**src/rtl/ifetch_prefetch.sv**
```systemverilog
// ifetch_prefetch: instruction prefetch unit between the core fetch port and
// the ROM controller bus slave.
//   clk, rstn           clock, synchronous active-low reset
//   redirect/_pc        flush the FIFO and restart fetching at redirect_pc
//   instr_*             valid/ready instruction stream (head of the FIFO)
//   bus_*               single-cycle req/resp read master (4-byte, word aligned)
`ifndef BUS_WIDTH
`define BUS_WIDTH 32
`endif
`ifndef BUS_ACC_WIDTH
`define BUS_ACC_WIDTH 2
`endif
`ifndef BUS_ACC_4B
`define BUS_ACC_4B 2'b10
`endif

module ifetch_prefetch #(
    parameter int unsigned            DEPTH    = 4,
    parameter logic [`BUS_WIDTH-1:0]  RESET_PC = 32'h0000_0000
) (
    input  logic                      clk,
    input  logic                      rstn,
    input  logic                      redirect,
    input  logic [`BUS_WIDTH-1:0]     redirect_pc,
    output logic                      instr_valid,
    input  logic                      instr_ready,
    output logic [`BUS_WIDTH-1:0]     instr,
    output logic [`BUS_WIDTH-1:0]     instr_pc,
    output logic                      instr_fault,
    output logic [`BUS_WIDTH-1:0]     bus_addr,
    output logic                      bus_w_rb,
    output logic [`BUS_ACC_WIDTH-1:0] bus_acc,
    output logic [`BUS_WIDTH-1:0]     bus_wdata,
    output logic                      bus_req,
    input  logic                      bus_resp,
    input  logic [`BUS_WIDTH-1:0]     bus_rdata,
    input  logic                      bus_fault
);

    localparam int unsigned DW    = `BUS_WIDTH;
    localparam int unsigned PTR_W = $clog2(DEPTH);
    localparam int unsigned CNT_W = PTR_W + 1;

    typedef enum logic {
        ST_FETCH = 1'b0,
        ST_HALT  = 1'b1
    } state_t;

    state_t           state, state_next;
    logic [DW-1:0]    fetch_pc, fetch_pc_next;
    logic [DW-1:0]    req_pc, req_pc_next;
    logic             inflight, inflight_next;
    logic             discard, discard_next;

    logic [DW-1:0]    fifo_data  [DEPTH];
    logic [DW-1:0]    fifo_pc    [DEPTH];
    logic             fifo_fault [DEPTH];
    logic [PTR_W-1:0] wr_ptr, wr_ptr_next, wr_ptr_b;
    logic [PTR_W-1:0] rd_ptr, rd_ptr_next;
    logic [CNT_W-1:0] count, count_next, remain;

    logic             req_ok, req_flt, pop, push_resp, push_flt;
    logic [DW-1:0]    head_data_next, head_pc_next;
    logic             head_fault_next;

    assign bus_w_rb  = 1'b0;
    assign bus_acc   = `BUS_ACC_4B;
    assign bus_wdata = '0;
    assign bus_addr  = fetch_pc;

    // Credit rule: buffered plus in-flight words never exceed the FIFO depth
    assign bus_req = rstn && (state == ST_FETCH) && !redirect
                     && ((count + CNT_W'(inflight)) < CNT_W'(DEPTH));

    // Fetch control: next-state, bus bookkeeping and push decisions
    always_comb begin
        state_next    = state;
        fetch_pc_next = fetch_pc;
        req_pc_next   = req_pc;
        inflight_next = inflight;
        discard_next  = discard;
        push_resp     = 1'b0;
        push_flt      = 1'b0;
        pop           = 1'b0;
        req_ok        = bus_req & ~bus_fault;
        req_flt       = bus_req & bus_fault;
        if (redirect) begin
            state_next    = ST_FETCH;
            fetch_pc_next = redirect_pc & ~DW'(3);
            // A response still due next cycle belongs to the old stream
            discard_next  = inflight & ~bus_resp;
            if (bus_resp) begin
                inflight_next = 1'b0;
            end
        end else begin
            pop = instr_valid & instr_ready;
            if (bus_resp) begin
                inflight_next = 1'b0;
                if (discard) begin
                    discard_next = 1'b0;
                end else begin
                    push_resp = 1'b1;
                end
            end
            if (req_ok) begin
                req_pc_next   = fetch_pc;
                fetch_pc_next = fetch_pc + DW'(4);
                inflight_next = 1'b1;
            end
            if (req_flt) begin
                push_flt   = 1'b1;
                state_next = ST_HALT;
            end
        end
    end

    // FIFO pointers and next head; a response and a fault can push together
    always_comb begin
        rd_ptr_next     = rd_ptr + PTR_W'(pop);
        remain          = count - CNT_W'(pop);
        wr_ptr_b        = wr_ptr + PTR_W'(push_resp);
        wr_ptr_next     = wr_ptr_b + PTR_W'(push_flt);
        count_next      = remain + CNT_W'(push_resp) + CNT_W'(push_flt);
        head_data_next  = instr;
        head_pc_next    = instr_pc;
        head_fault_next = instr_fault;
        if (remain != '0) begin
            head_data_next  = fifo_data[rd_ptr_next];
            head_pc_next    = fifo_pc[rd_ptr_next];
            head_fault_next = fifo_fault[rd_ptr_next];
        end else if (push_resp) begin
            head_data_next  = bus_rdata;
            head_pc_next    = req_pc;
            head_fault_next = 1'b0;
        end else if (push_flt) begin
            head_data_next  = '0;
            head_pc_next    = fetch_pc;
            head_fault_next = 1'b1;
        end
        if (redirect) begin
            rd_ptr_next     = '0;
            wr_ptr_next     = '0;
            count_next      = '0;
            head_data_next  = instr;
            head_pc_next    = instr_pc;
            head_fault_next = instr_fault;
        end
    end

    // State and head registers
    always_ff @(posedge clk) begin
        if (!rstn) begin
            state       <= ST_FETCH;
            fetch_pc    <= RESET_PC;
            req_pc      <= '0;
            inflight    <= 1'b0;
            discard     <= 1'b0;
            wr_ptr      <= '0;
            rd_ptr      <= '0;
            count       <= '0;
            instr_valid <= 1'b0;
            instr       <= '0;
            instr_pc    <= '0;
            instr_fault <= 1'b0;
        end else begin
            state       <= state_next;
            fetch_pc    <= fetch_pc_next;
            req_pc      <= req_pc_next;
            inflight    <= inflight_next;
            discard     <= discard_next;
            wr_ptr      <= wr_ptr_next;
            rd_ptr      <= rd_ptr_next;
            count       <= count_next;
            instr_valid <= (count_next != '0);
            instr       <= head_data_next;
            instr_pc    <= head_pc_next;
            instr_fault <= head_fault_next;
        end
    end

    // FIFO storage; the fault entry lands after a same-cycle response
    always_ff @(posedge clk) begin
        if (rstn && push_resp) begin
            fifo_data[wr_ptr]  <= bus_rdata;
            fifo_pc[wr_ptr]    <= req_pc;
            fifo_fault[wr_ptr] <= 1'b0;
        end
        if (rstn && push_flt) begin
            fifo_data[wr_ptr_b]  <= '0;
            fifo_pc[wr_ptr_b]    <= fetch_pc;
            fifo_fault[wr_ptr_b] <= 1'b1;
        end
    end

`ifndef SYNTHESIS
    // Pushing into a full FIFO means the credit rule was broken
    always_ff @(posedge clk) begin
        if (rstn && !redirect) begin
            assert ((32'(count) - 32'(pop) + 32'(push_resp) + 32'(push_flt)) <= DEPTH);
        end
    end
`endif

endmodule

```
**config.mk**
```make
export PLATFORM = sky130hd
export DESIGN_NAME = ifetch_prefetch
export DESIGN_NICKNAME = d
export VERILOG_FILES = /design/src/rtl/ifetch_prefetch.sv
export SDC_FILE = /design/constraint.sdc
export NUM_CORES = 1
export LEC_CHECK = 0
export CAP_MARGIN = 25
export CORE_ASPECT_RATIO = 1.1
export CORE_MARGIN = 3
export CORE_UTILIZATION = 40
export DETAILED_ROUTE_END_ITERATION = 16
export PLACE_DENSITY_LB_ADDON = 0.25
export SYNTH_ARGS = -nofsm -noshare
export SYNTH_HDL_FRONTEND = slang
export SYNTH_SLANG_ARGS = --single-unit
export TNS_END_PERCENT = 30
```
**constraint.sdc**
```tcl
create_clock -name clk -period 10.6 [get_ports clk]
set_input_delay 1.06 -clock clk [delete_from_list [all_inputs] [get_ports clk]]
set_output_delay 1.06 -clock clk [all_outputs]
set_load 0.03 [all_outputs]
```
==> results.cfg <==
[yosys]
avgSynthCellArea_um2 = 10.4
ys_seq_area_share_pct = 49.5
ys_async_sr_fraction_pct = 0
synth_cells = 1734
synth_edf_count = 120
syn_area_um2 = 18000
synth-main-ff-cell = dfxtp_1
synth_seq_cells = 386
synth.distinct_cells = 57
ys_warn_count = 0

[critical_path]
crit_arrival_ns = 5.95
r2r-start = discard
end_kind = flip-flop
slowest_stage = clkdlybuf4s50_1
start_kind = input port
path_buf_inv = 6
reg2reg_depth = 10
worst_path_largest_cell_delay_ns = 0.82
required_ns = 10.80
path_class = in -> reg
rr_endpoint = fifo_pc[2][17]
cp_cell_sequence = clkdlybuf4s50_1, inv_1, buf_8, nand2b_1, inv_2, ha_1, xor2_2, nand2_1, nor3_4, buf_4, nand2b_1, buf_4
r2r_slack_ns = 6.33
crit_family = buffers and inverters
crit_fanout = 49

[cells_and_area]
num-nets-final = 1890
fillers = 3972
layout-drive-gt1-share_pct = 16.2
multi_input_area_um2 = 8280
syn_to_final_growth_pct = 17.4
antenna_cells = 0
regArea_um2 = 8930

[worst_hold_path]
worstHoldPathCells = 1
hp-start = fifo_fault[2]
holdPathEnd = fifo_fault[2]
hold_path.class = reg -> reg

[clock_network]
root_buffer = clkbuf_16
cts_hold_buf = 0
cts-resized-gates = 0
cts_buffer_depth = 3
clock_sinks = 386
htree_levels = 2
cts-buffers-inserted = 41
cts_tree = done
clkTransAtPathRegs_ns = 0.06
post_cts_buffers = 0
clk_latency_ns = 0.57

[pwr]
peakVddDrop_v = 0.000104
pwr_density_cell_nw_per_um2 = 171
cellLeakagePower_uw = 0.00808

[die]
fp-row-count = 80
fp.dieW_um = 208
boundaryPins = 204
die-area_um2 = 47600
core_um2 = 43900
start_util_pct = 41.0
die_y_um = 229

[route]
first_pass_iters = 5
drc = 0
drt-initial-drc-count = 866
vias = 13600
ant_nets = 0
wl_um = 51300
viasPerCell = 5.61
avgRoutedWirePerCell_um = 21.2

[sta]
fmax_mhz = 174
fin_worst_skew_ns = 0.0235
rsz0062_at_grt = false
period_share_pct = 54.2
worst_pin_slew_ns = 1.04
final_hold_viol_count = 0
finalSetupTns_ns = 0
setup_violations = 0
holdWs_ns = 0.447
final-max-slew-violation-count = 0
min_period_ns = 5.75
relSlewSlack_pct = 30.8

[global_routing]
antenna_found_initial = 1
grt_pass1_wl_um = 79400
grt_usage_pct = 20.9
gr-total-overflow = 0
grt_start_max_net_pins = 83
grt_pass1_vias = 13600

[placement]
place.gp.congestion = 0.741
dpl.hpwl_um = 29500
port_buffers = 162

[run]
max_cap_viol_count = 0

[outcome]
status = finished, final reports clean
## per-layer routing
| metal | vias up | GRT usage, % | wire (um) |
|---|---|---|---|
| li1 | 6295 | - | - |
| met1 | 6741 | 27.4 | 21800 |
| met2 | 437 | 36.1 | 25500 |
| met3 | 88 | 3.10 | 2770 |
| met4 | 2 | 6.03 | 1190 |
| met5 | - | 0 | 13 |
## layout make-up
| type | count | share of cell area, % |
|---|---|---|
| Clock inverter | 15 | 0.473 |
| Multi-Input combinational cell | 1179 | 39.1 |
| Tap cell | 574 | 3.39 |
| Inverter | 11 | 0.195 |
| Clock buffer | 61 | 5.72 |
| Sequential cell | 386 | 42.2 |
| Timing Repair Buffer | 193 | 8.88 |
## registers in the layout (all words and copies together), names as in the netlist
register     cells
fifo_pc        120
instr_fault      1
count            3
rd_ptr           2
instr_valid      1
instr           32
instr_pc        30
fifo_data      128
wr_ptr           2
inflight         1
req_pc          30
state            1
bus_addr        30
discard          1
fifo_fault       4
## kinds of logic (layout without fill, tap and decap cells)
| family | Yosys count | after routing | synth area share [%] |
|---|---|---|---|
| and+or+nand+nor | 575 | 575 | 13.8 |
| DFF | 386 | 386 | 49.5 |
| AOI/OAI and AO/OA | 330 | 330 | 12.5 |
| muxes | 212 | 212 | 17.0 |
| buffers and inverters | 206 | 280 | 5.79 |
| xor gates and xnor gates | 15 | 15 | 0.771 |
| adders and majority gates | 8 | 8 | 0.597 |
| other | 2 | 39 | 0.0417 |
## cell usage after synthesis (all sizes together), types with 16 or more instances
cell type	count	area [um^2]
dfxtp	266	5330
edfxtp	120	3600
nand2	412	1550
mux2i	29	290
clkbuf	99	372
o211ai	33	248
a21boi	31	233
buf	96	631
nor2	22	85.1
mux4	63	1420
mux2	120	1350
a21oi	139	699
o211a	62	621
o21ai	27	135
nand4	16	121
nand3	78	390
## cells in the final DEF, fill, tap and decap left out, types with 18 or more instances in the layout
cell,count
mux2_2,114
buf_4,30
conb_1,39
o21ai_0,26
nand3_1,78
edfxtp_1,120
a21boi_0,31
a21oi_1,138
dfxtp_1,266
nand2_1,412
mux4_2,63
clkbuf_16,41
clkdlybuf4s50_1,161
mux2i_1,29
o211a_1,62
nor2_1,18
o211ai_1,33
## where the power goes
part           internal (uW)  switching [uW]  leakage [uW]  total (uW)
clock network            795             606      0.000649        1400
logic                    215             305       0.00403         520
registers               1620            72.5       0.00341        1700
total                   2630             983       0.00808        3620
## how the worst max path moves through the flow
stage	depth (start not counted)	start	to	slack, ns
floorplan	10	redirect	fifo_pc[3][10]	5.15
global placement	11	redirect	fifo_pc[2][19]	4.11
detailed placement	11	redirect	fifo_pc[2][19]	4.02
CTS	11	redirect	fifo_pc[2][30]	4.60
global route	12	redirect	fifo_pc[2][17]	4.64
finish	12	redirect	fifo_pc[2][17]	4.85
## stage by stage
stage / instance area (um^2) / power, uW / setup WS, ns / utilization, % / std cells
2_1_floorplan: 18200 / 2060 / 5.15 / - / 1771
5_1_grt: 21200 / 3750 / 4.64 / 48.2 / 2419
6_report: 21200 / 3620 / 4.85 / 48.2 / 2419
4_1_cts: 21100 / 3650 / 4.60 / 48.1 / 2417
3_5_place_dp: 19800 / 2250 / 4.02 / 45.1 / 2341
3_3_place_gp: 19800 / 2230 / 4.11 / 45.1 / 2341
No activity file was read; power rests on OpenSTA's default activity.
